**config.mk**
```make
export PLATFORM = sky130hd
export DESIGN_NAME = mole_board_flat
export DESIGN_NICKNAME = d
export VERILOG_FILES = /design/src/rtl/whack_pkg.sv /design/src/rtl/mole_board_if.sv /design/src/rtl/mole_slot.sv /design/src/rtl/mole_board.sv /design/src/flat_wrapper.sv
export SDC_FILE = /design/constraint.sdc
export NUM_CORES = 1
export LEC_CHECK = 0
export ABC_AREA = 0
export BUFFER_PORTS_ARGS = -buffer_cell sky130_fd_sc_hd__clkbuf_2
export CAP_MARGIN = 30
export CELL_PAD_IN_SITES_DETAIL_PLACEMENT = 1
export CELL_PAD_IN_SITES_GLOBAL_PLACEMENT = 2
export CORE_MARGIN = 1
export CORE_UTILIZATION = 34
export CTS_CLUSTER_DIAMETER = 120
export DETAILED_ROUTE_END_ITERATION = 12
export PLACE_DENSITY_LB_ADDON = 0.15
export SKIP_LAST_GASP = 1
export SLEW_MARGIN = 30
export SYNTH_ARGS = -nofsm -noshare
export SYNTH_HDL_FRONTEND = slang
export SYNTH_SLANG_ARGS = --single-unit
```
**constraint.sdc**
```tcl
create_clock -name clk -period 3.4 [get_ports clk]
set_input_delay 0.17 -clock clk [delete_from_list [all_inputs] [get_ports clk]]
set_output_delay 0.17 -clock clk [all_outputs]
set_load 0.05 [all_outputs]
```
**src/rtl/whack_pkg.sv**
```systemverilog
// Shared constants and the per-slot event type for the mole board.
// No logic here; latency and backpressure are not applicable.
package whack_pkg;

  localparam int N_HOLES_DEF = 5;
  localparam int LIFE_W_DEF  = 8;
  localparam int SCORE_W_DEF = 10;

  typedef enum logic [1:0] {
    SLOT_IDLE,
    SLOT_HIT,
    SLOT_EXPIRE,
    SLOT_LOAD
  } slot_evt_e;

endpackage

```
**src/rtl/mole_board_if.sv**
```systemverilog
// Scheduler/display-facing signal bundle of mole_board; whiff_trigger exists only
// with MOLE_WHIFF_PENALTY_EN. Pure wiring: no latency, no backpressure.
interface mole_board_if import whack_pkg::*; #(
  parameter int N_HOLES = N_HOLES_DEF,
  parameter int LIFE_W  = LIFE_W_DEF,
  parameter int SCORE_W = SCORE_W_DEF
) ();

  localparam int CNT_W = $clog2(N_HOLES + 1);

  logic               tick;
  logic               load;
  logic [N_HOLES-1:0] load_mask;
  logic [LIFE_W-1:0]  load_life;
  logic [N_HOLES-1:0] button;
  logic               clear_score;
  logic [N_HOLES-1:0] board_state;
  logic               score_trigger;
  logic [CNT_W-1:0]   hit_count;
  logic               miss_trigger;
  logic [SCORE_W-1:0] score;

`ifdef MOLE_WHIFF_PENALTY_EN
  logic               whiff_trigger;

  modport master (
    output tick, load, load_mask, load_life, button, clear_score,
    input  board_state, score_trigger, hit_count, miss_trigger, score, whiff_trigger
  );
  modport slave (
    input  tick, load, load_mask, load_life, button, clear_score,
    output board_state, score_trigger, hit_count, miss_trigger, score, whiff_trigger
  );
`else
  modport master (
    output tick, load, load_mask, load_life, button, clear_score,
    input  board_state, score_trigger, hit_count, miss_trigger, score
  );
  modport slave (
    input  tick, load, load_mask, load_life, button, clear_score,
    output board_state, score_trigger, hit_count, miss_trigger, score
  );
`endif

endinterface

```
**src/rtl/mole_slot.sv**
```systemverilog
// One hole: presence flag, lifetime countdown and button edge detect; events resolve
// hit > expire > load on the same edge. Event/whiff are combinational; no backpressure.
module mole_slot import whack_pkg::*; #(
  parameter int LIFE_W = LIFE_W_DEF
) (
  input  logic              clk,
  input  logic              rst_n,
  input  logic              tick_i,
  input  logic              load_i,
  input  logic [LIFE_W-1:0] load_life_i,
  input  logic              button_i,
  output logic              active_o,
  output slot_evt_e         evt_o,
  output logic              whiff_o
);

  logic              active_q, active_d;
  logic [LIFE_W-1:0] life_q, life_d;
  logic              btn_q;
  logic              hit_raw, valid_hit, expire, do_load;

  always_comb begin
    hit_raw   = button_i & ~btn_q;
    valid_hit = hit_raw & active_q;
    expire    = active_q & tick_i & (life_q == LIFE_W'(1)) & ~valid_hit;
    do_load   = load_i & (load_life_i != '0) & ~valid_hit & ~expire;
    active_d  = active_q;
    life_d    = life_q;
    evt_o     = SLOT_IDLE;
    if (valid_hit) begin
      active_d = 1'b0;
      life_d   = '0;
      evt_o    = SLOT_HIT;
    end else if (expire) begin
      active_d = 1'b0;
      life_d   = '0;
      evt_o    = SLOT_EXPIRE;
    end else if (do_load) begin
      // a reload of a live mole restarts its lifetime
      active_d = 1'b1;
      life_d   = load_life_i;
      evt_o    = SLOT_LOAD;
    end else if (active_q && tick_i) begin
      life_d = life_q - LIFE_W'(1);
    end
  end

  // judged on pre-load state, so a press on a slot being loaded still whiffs
  assign whiff_o  = hit_raw & ~active_q;
  assign active_o = active_q;

  always_ff @(posedge clk or negedge rst_n) begin
    if (!rst_n) begin
      active_q <= 1'b0;
      life_q   <= '0;
      btn_q    <= 1'b0;
    end else begin
      active_q <= active_d;
      life_q   <= life_d;
      btn_q    <= button_i;
    end
  end

endmodule

```
**src/rtl/mole_board.sv**
```systemverilog
// N_HOLES mole slots with registered hit/miss pulses, hit count and saturating score;
// results appear one edge after the press. No backpressure. Option: MOLE_WHIFF_PENALTY_EN.
module mole_board import whack_pkg::*; #(
  parameter int N_HOLES = N_HOLES_DEF,
  parameter int LIFE_W  = LIFE_W_DEF,
  parameter int SCORE_W = SCORE_W_DEF
) (
  input logic         clk,
  input logic         rst_n,
  mole_board_if.slave bus
);

  localparam int CNT_W = $clog2(N_HOLES + 1);

  slot_evt_e          evt [N_HOLES];
  logic [N_HOLES-1:0] active;
  logic [N_HOLES-1:0] whiff;

  logic [CNT_W-1:0]   hit_cnt_d, hit_cnt_q;
  logic               miss_d, miss_q;
  logic               score_trig_q;
  logic [SCORE_W-1:0] score_d, score_q;

  for (genvar g = 0; g < N_HOLES; g++) begin : g_slot
    mole_slot #(.LIFE_W(LIFE_W)) u_slot (
      .clk         (clk),
      .rst_n       (rst_n),
      .tick_i      (bus.tick),
      .load_i      (bus.load & bus.load_mask[g]),
      .load_life_i (bus.load_life),
      .button_i    (bus.button[g]),
      .active_o    (active[g]),
      .evt_o       (evt[g]),
      .whiff_o     (whiff[g])
    );
  end

`ifdef MOLE_WHIFF_PENALTY_EN
  logic [CNT_W-1:0]   whiff_cnt_d;
  logic               whiff_q;
  logic [SCORE_W+1:0] sum;

  always_comb begin
    whiff_cnt_d = '0;
    for (int i = 0; i < N_HOLES; i++) begin
      if (whiff[i]) whiff_cnt_d = whiff_cnt_d + CNT_W'(1);
    end
  end
`else
  logic [SCORE_W:0] sum;
  logic             unused_whiff;

  assign unused_whiff = ^whiff;
`endif

  always_comb begin
    hit_cnt_d = '0;
    miss_d    = 1'b0;
    for (int i = 0; i < N_HOLES; i++) begin
      if (evt[i] == SLOT_HIT)    hit_cnt_d = hit_cnt_d + CNT_W'(1);
      if (evt[i] == SLOT_EXPIRE) miss_d    = 1'b1;
    end
`ifdef MOLE_WHIFF_PENALTY_EN
    // two's-complement in SCORE_W+2 bits: MSB set means negative, next bit means overflow
    sum = (SCORE_W+2)'(score_q) + (SCORE_W+2)'(hit_cnt_d) - (SCORE_W+2)'(whiff_cnt_d);
    if (sum[SCORE_W+1])    score_d = '0;
    else if (sum[SCORE_W]) score_d = '1;
    else                   score_d = sum[SCORE_W-1:0];
`else
    sum = (SCORE_W+1)'(score_q) + (SCORE_W+1)'(hit_cnt_d);
    score_d = sum[SCORE_W] ? '1 : sum[SCORE_W-1:0];
`endif
    if (bus.clear_score) score_d = '0;
  end

  always_ff @(posedge clk or negedge rst_n) begin
    if (!rst_n) begin
      hit_cnt_q    <= '0;
      miss_q       <= 1'b0;
      score_trig_q <= 1'b0;
      score_q      <= '0;
`ifdef MOLE_WHIFF_PENALTY_EN
      whiff_q      <= 1'b0;
`endif
    end else begin
      hit_cnt_q    <= hit_cnt_d;
      miss_q       <= miss_d;
      score_trig_q <= (hit_cnt_d != '0);
      score_q      <= score_d;
`ifdef MOLE_WHIFF_PENALTY_EN
      whiff_q      <= |whiff;
`endif
    end
  end

  assign bus.board_state   = active;
  assign bus.hit_count     = hit_cnt_q;
  assign bus.score_trigger = score_trig_q;
  assign bus.miss_trigger  = miss_q;
  assign bus.score         = score_q;
`ifdef MOLE_WHIFF_PENALTY_EN
  assign bus.whiff_trigger = whiff_q;
`endif

endmodule

```
**src/flat_wrapper.sv**
```systemverilog
// flat-port wrapper written by rule: the top's interface ports become plain ports
module mole_board_flat import whack_pkg::*;
#(
  parameter int N_HOLES = N_HOLES_DEF,
  parameter int LIFE_W  = LIFE_W_DEF,
  parameter int SCORE_W = SCORE_W_DEF
)
  (clk, rst_n, bus_tick, bus_load, bus_load_mask, bus_load_life, bus_button, bus_clear_score, bus_board_state, bus_score_trigger, bus_hit_count, bus_miss_trigger, bus_score);
  mole_board_if #(.N_HOLES(N_HOLES), .LIFE_W(LIFE_W), .SCORE_W(SCORE_W)) bus_i ();
  input logic clk;
  input logic rst_n;
  input wire logic [$bits(bus_i.tick)-1:0] bus_tick;
  input wire logic [$bits(bus_i.load)-1:0] bus_load;
  input wire logic [$bits(bus_i.load_mask)-1:0] bus_load_mask;
  input wire logic [$bits(bus_i.load_life)-1:0] bus_load_life;
  input wire logic [$bits(bus_i.button)-1:0] bus_button;
  input wire logic [$bits(bus_i.clear_score)-1:0] bus_clear_score;
  output wire logic [$bits(bus_i.board_state)-1:0] bus_board_state;
  output wire logic [$bits(bus_i.score_trigger)-1:0] bus_score_trigger;
  output wire logic [$bits(bus_i.hit_count)-1:0] bus_hit_count;
  output wire logic [$bits(bus_i.miss_trigger)-1:0] bus_miss_trigger;
  output wire logic [$bits(bus_i.score)-1:0] bus_score;
  assign bus_i.tick = bus_tick;
  assign bus_i.load = bus_load;
  assign bus_i.load_mask = bus_load_mask;
  assign bus_i.load_life = bus_load_life;
  assign bus_i.button = bus_button;
  assign bus_i.clear_score = bus_clear_score;
  assign bus_board_state = bus_i.board_state;
  assign bus_score_trigger = bus_i.score_trigger;
  assign bus_hit_count = bus_i.hit_count;
  assign bus_miss_trigger = bus_i.miss_trigger;
  assign bus_score = bus_i.score;
  mole_board #(.N_HOLES(N_HOLES), .LIFE_W(LIFE_W), .SCORE_W(SCORE_W)) u_core (.clk(clk), .rst_n(rst_n), .bus(bus_i));
endmodule
```
Word-level counts from Yosys, hierarchy flattened
Cells that the tools add are included.

word-level totals
  bits of input ports = 23
  register bits = 65
  memories = 0
  output and inout port bits = 20
  ROM bits = 0
  memory bits (writable) = 0
  latch bits = 0

cells by class
  reduce and logical (&&, ||, !) cells = 17
  divide/modulo/power cells = 0
  muxes and demuxes = 62
  equal/unequal tests = 15
  order comparisons = 0
  bitwise operators = 60
  multipliers = 0
  $add $sub $neg = 10
  shifts and indexed selects = 0

operators by type and width
  kind                                              count
  two-way mux 8 bit                                 20
  AND 1 bit                                         45
  == test 8 x 1 -> 1 bit, second input constant     5
  subtractor 8 x 1 -> 8 bit, second input constant  5
  two-way mux 2 bit                                 15
  two-way mux 1 bit                                 21
  two-way mux 10 bit                                2
  nonzero test 4 bit                                5
  nonzero test 3 bit                                6
  NOT 1 bit                                         15
  two-way mux 3 bit                                 4
  adder 10 x 3 -> 11 bit                            1
  == test 2 x 1 -> 1 bit, second input constant     5
  == test 2 bit, second input constant              5
  adder 3 x 1 -> 3 bit, second input constant       3
  nonzero test 8 bit                                1
  logical AND 1 bit                                 5
  adder 1 x 1 -> 2 bit, second input constant       1

Logic depth before layout (Yosys ltp)
  word-level depth = 23
  gate-level depth with buffers = 16
  mapped depth without buffers = 16

Cells and area by module
A second synthesis with hierarchy kept.

unflattened totals
  cell total of the unflattened synthesis = 489
  area, all modules = 4,603.2 um2

by module, submodules not included
  module      area each (um2)  instances  cells each
  mole_slot   729.4            5          78
  mole_board  955.9            1          99

Least setup slack after synthesis
OpenSTA, ideal clock, no wires.

  path type = register to register
  start = register u_core.g_slot[0].u_slot.btn_q
  end = register u_core.score_q[7] (netlist: u_core.bus.score[7])
  buffers on the path = 0
  path slack = -57 ps
  period minus slack after synthesis = 3,457 ps
  cell stages (with the launch flop) = 17
  arrival time = 3,363 ps
  required time = 3,306 ps
  cell sequence = dfrtp_1 and3b_1 inv_1 ha_1 nor4bb_1 a21o_1 ha_1 nor2_1 nor2_1 ha_1 nand2_1 xor3_1 ha_1 a21oi_1 nor3_1 nor3_1 a211oi_1

between the ends
  cells in the longest elaborated chain, start to end = 23
  elaborated cells between the ends (all ways) = 24

ends and longest elaborated chain
  item                           RTL line                          RTL
  start, declared                mole_slot.sv:19                   logic btn_q;
  start signal, assigned         mole_slot.sv:60                   btn_q <= button_i;
  NOT 1 bit (*)                  mole_slot.sv:23                   hit_raw = button_i & ~btn_q;
  AND 1 bit (*)                  mole_slot.sv:23
  AND 1 bit (*)                  mole_slot.sv:24                   valid_hit = hit_raw & active_q;
  NOT 1 bit                      mole_slot.sv:25, mole_slot.sv:26
  AND 1 bit                      mole_slot.sv:25                   expire = active_q & tick_i & (life_q == LIFE_W'(1)) & ~valid_hit;
  NOT 1 bit                      mole_slot.sv:26                   do_load = load_i & (load_life_i != '0) & ~valid_hit & ~expire;
  AND 1 bit                      mole_slot.sv:26
  two-way mux 2 bit              mole_slot.sv:38                   end else if (do_load) begin
  [... 9 more ...]               n/a
  two-way mux 3 bit (*)          mole_board.sv:60                  if (evt[i] == SLOT_HIT) hit_cnt_d = hit_cnt_d + CNT_W'(1);
  adder 3 x 1 -> 3 bit           mole_board.sv:60
  two-way mux 3 bit (*)          mole_board.sv:60
  named net u_core.hit_cnt_d[2]  mole_board.sv:19                  logic [CNT_W-1:0] hit_cnt_d, hit_cnt_q;
  adder 10 x 3 -> 11 bit (*)     mole_board.sv:70                  sum = (SCORE_W+1)'(score_q) + (SCORE_W+1)'(hit_cnt_d);
  two-way mux 10 bit (*)         mole_board.sv:71                  score_d = sum[SCORE_W] ? '1 : sum[SCORE_W-1:0];
  two-way mux 10 bit (*)         mole_board.sv:73                  if (bus.clear_score) score_d = '0;
  named net u_core.score_d[7]    mole_board.sv:22                  logic [SCORE_W-1:0] score_d, score_q;
  end signal, assigned           mole_board.sv:89                  score_q <= score_d;
  end, declared                  mole_board.sv:22

Mark *: on every way through the listed nets, which the timed path passes. The rest lies on a longest branch.
A chain may end at the register's enable or synchronous reset.

Worst setup path in the final report
  start = register u_core.g_slot[1].u_slot.btn_q
  end = register u_core.score_q[3] (netlist: u_core.bus.score[3])

between the ends
  cells in the longest elaborated chain, start to end = 21
  elaborated cells between the ends (all ways) = 22

ends and longest elaborated chain
  item                           RTL line
  start, declared                mole_slot.sv:19
  start signal, assigned         mole_slot.sv:60
  NOT 1 bit (*)                  mole_slot.sv:23
  AND 1 bit (*)                  mole_slot.sv:23
  AND 1 bit (*)                  mole_slot.sv:24
  NOT 1 bit                      mole_slot.sv:25, mole_slot.sv:26
  AND 1 bit                      mole_slot.sv:25
  NOT 1 bit                      mole_slot.sv:26
  AND 1 bit                      mole_slot.sv:26
  two-way mux 2 bit              mole_slot.sv:38
  [... 7 more ...]               n/a
  two-way mux 3 bit (*)          mole_board.sv:60
  adder 3 x 1 -> 3 bit           mole_board.sv:60
  two-way mux 3 bit (*)          mole_board.sv:60
  named net u_core.hit_cnt_d[2]  mole_board.sv:19
  adder 10 x 3 -> 11 bit (*)     mole_board.sv:70
  two-way mux 10 bit (*)         mole_board.sv:71
  two-way mux 10 bit (*)         mole_board.sv:73
  named net u_core.score_d[3]    mole_board.sv:22

Marks and branches as above.

==> summary.txt <==
Critical path
  • Crit-path max FO: 4
  • CP Data Arrival Time: 3.61 ns
  • Setup CP Type: flop to flop
  • CP startpoint kind: flop
  • Critical path endpoint category: flop
  • Crit path required time: 3.66 ns
  • Setup crit start: u_core.g_slot[1].u_slot.btn_q
  • Worst r2r src: u_core.g_slot[1].u_slot.btn_q

Clock network
  • Max Root-Sink Buffers: 2
  • Max H-tree Level: 3
  • Reg clk slew, reported paths: 0.05 ns
  • Sinks on Clock Net: 65
  • CTS tree: done
  • Clock latency on the worst-skew pair: 0.34 ns
  • CTS buffer count: 9
  • Clock Root Buffer: clkbuf_16

Placement
  • Pre-CTS setup slack: -0.228 ns
  • # port buffers: 42
  • Post-DP HPWL: 7890 um
  • Final Wtd Congestion: 0.763

Timing
  • Tmin final: 3.34 ns
  • Setup Skew: 0.00378 ns
  • Total Neg Setup Slack: 0 ns
  • Setup-failing EPs final: 0
  • Worst slew margin: 45.0%
  • Worst-margin pin slew: 0.818 ns
  • RSZ-0062 raised after global routing: yes
  • Slew Viols, Final: 0
  • Final worst path period share: 98.3%
  • Final count of hold timing violations: 0
  • Final WS setup: 0.0579 ns
  • Min Hold Slack: 0.0961 ns
  • Maximum clock frequency: 0.299 GHz

Synthesis
  • Syn Area/Cell: 9.95 um^2
  • Mapped Area: 0.00396 mm^2
  • Yosys Warn Count: 0
  • Yosys reg bits: 65
  • Fraction of registers with async set/reset: 100%
  • EDFF count, synth: 0
  • Top_reg_cell synth: dfrtp_1
  • Sequential area share after synthesis: 41.1%
  • Syn nets: 439
  • Yosys cell types: 60
  • Post-synthesis cell count: 398
  • Biggest area consumer among synthesized cells: dfrtp_1
  • Yosys top cell area share: 41.1%
  • Top post-synthesis cells by area: dfrtp_1, ha_1, xnor2_1
  • Most common cell in the netlist: dfrtp_1
  • Synth cell count leaders: dfrtp_1, nor2_1, nand2_1

Die
  • I/O pins: 43
  • Die X-Extent: 110 um
  • Initial Utilization: 34.8%
  • Core area: 0.0114 mm^2
  • Die H: 110 um
  • Cell Rows: 39
  • Die area: 0.0121 mm^2

Layout
  • Area Overhead vs Synth: 21.3%
  • Layout Nets: 499
  • Ant. Diodes: 0
  • Share of layout cells above drive strength 1: 23.9%

Routing
  • Max Used Layer: met4
  • Metal2 WL: 5340 um
  • Final ANT Viol Nets: 0
  • Via Count: 3,265
  • DRC: 2
  • Routed WL: 11,200 um
  • Met1 WL: 5210 um
  • Via/cell ratio: 5.41
  • Drt wl/cell: 18.6 um
  • Met3 wire length: 449 um
  • Drt first-iter violations: 124
  • Pre-Repair DR Iteration Count: 8

Power
  • Power Density: 692 mW/mm^2
  • Internal cell power: 2.04 mW
  • Peak supply drop: 310 uV
  • Sw Ratio: 38.7%
  • Switch Pwr: 1.29 mW
  • Sequential share of power: 36.4%
  • Comb pwr share: 38.6%
  • Clock power frac: 25.0%
  • P_leak: 2.17 nW

Min path
  • Worst Hold Class: input pin to flop
  • Hold path startpoint: bus_button[0]

Outcome
  • Status: complete, but fails checks
  • Failing checks: design-rule violations

Global route
  • Remaining Overflow, GRT: 0
  • Antenna violations before repair: 0
  • Global-route usage over all layers: 20.3%
  • Largest net degree at the start of global routing: 38
  • First-pass GRT wire length: 17,800 um
  • Vias in the first global route: 3,318

Run
  • Max cap viols: 0
state kept, by name (all words and copies together) (netlist names):
name                           flops
u_core.g_slot.u_slot.btn_q         5
u_core.g_slot.u_slot.life_q       40
u_core.bus.score                  10
u_core.bus.hit_count               3
u_core.bus.miss_trigger            1
u_core.g_slot.u_slot.active_o      5
u_core.bus.score_trigger           1
routing by layer:
| metal | GRT usage [%] | vias to the layer above |
|---|---|---|
| li1 | - | 1575 |
| met1 | 26.9 | 1632 |
| met2 | 32.6 | 45 |
| met3 | 3.44 | 13 |
| met4 | 8.19 | 0 |
| met5 | 0 | - |
cells by family after synthesis:
family / count (synthesis) / share of synthesized area, %
muxes: 5 / 1.26
adders and majority gates: 18 / 5.88
AOI/OAI and AO/OA: 85 / 17.3
and+or+nand+nor: 157 / 21.1
DFF: 65 / 41.1
buffers and inverters: 34 / 4.90
xor gates and xnor gates: 34 / 8.44
per-stage QoR:
step           util (%)  power [mW]  area [um^2]  cells
6_report           42.2        3.32         4800    603
5_1_grt            42.2        3.56         4800    603
4_1_cts            41.4        3.34         4710    600
3_5_place_dp       38.2        2.46         4340    579
3_3_place_gp       38.1        2.42         4340    579
2_1_floorplan         -        2.13         3980    398
path summary, 6_finish.rpt:
check,to,cells after the start,slack (ns)
min in group asynchronous,u_core.g_slot[4].u_slot.life_q[6],2,0.24
max in group asynchronous,u_core.g_slot[1].u_slot.life_q[4],3,2.38
setup reg to reg,u_core.bus.score[3],15,0.06
hold reg to reg,u_core.g_slot[2].u_slot.life_q[2],2,0.57
hold / removal,u_core.g_slot[0].u_slot.btn_q,2,0.1
setup / recovery,u_core.bus.score[3],15,0.06
layout by cell type (no fill, tap or decap), drive strengths merged, types with 2 or more instances in the layout:
cell	Yosys	final
ha	17	17
o211ai	10	10
o31ai	2	2
nand2b	3	3
mux2i	5	5
dlygate4sd3	0	4
a21oi	19	19
nor2	48	48
and3b	6	6
nand3b	3	3
or3	5	5
nand4b	5	5
a311oi	2	2
xor2	8	8
clkbuf	3	52
nand2	28	28
nand4bb	2	2
a211oi	29	29
nor2b	2	2
xnor2	24	24
a21o	6	6
o21ai	2	2
buf	15	22
or4	5	5
nor3b	2	2
a32o	2	2
o211a	2	2
dfrtp	65	65
a41oi	2	2
o22ai	3	3
nor3	11	11
nor4	8	8
nand4	3	3
inv	16	16
nand3	20	20
critical path, stage by stage, from the launching register on:
cell and delay, ns:
dfrtp_1 0.35, nand3b_1 0.25, inv_1 0.17, ha_4 0.22, xnor2_2 0.14, ha_1 0.30, nor2_2 0.04, nor2_1 0.12
ha_2 0.18, nand2_2 0.05, xor3_2 0.42, ha_4 0.31, a21oi_4 0.07, buf_6 0.13, or3_4 0.36, a21oi_2 0.15
power by group through the flow:
stage	Sequential (mW)	Clock, mW	Combinational (mW)
6_report	1.21	0.830	1.28
5_1_grt	1.25	0.884	1.43
4_1_cts	1.21	0.855	1.27
3_5_place_dp	1.22	0	1.24
3_3_place_gp	1.21	0	1.21
2_1_floorplan	1.28	0	0.846
area by class of cell:
| type | count | area (um^2) |
|---|---|---|
| clock buffers | 12 | 246 |
| clock inverters | 1 | 5.00 |
| fillers | 1295 | 6570 |
| inverters | 16 | 60.1 |
| multi-input cells | 299 | 2270 |
| flip-flops and latches | 65 | 1630 |
| well taps | 143 | 179 |
| repair buffers | 67 | 419 |
repair_timing:
item | CTS | global route
setup buffers | 3 | 6
setup endpoints to repair | 10 | 10
hold buffers | 5 | 0
pin swaps | 4 | 15
hold endpoints to repair | 13 | 0
resized for setup | 8 | 15
Note: power is estimated with default switching activity, not from simulation.
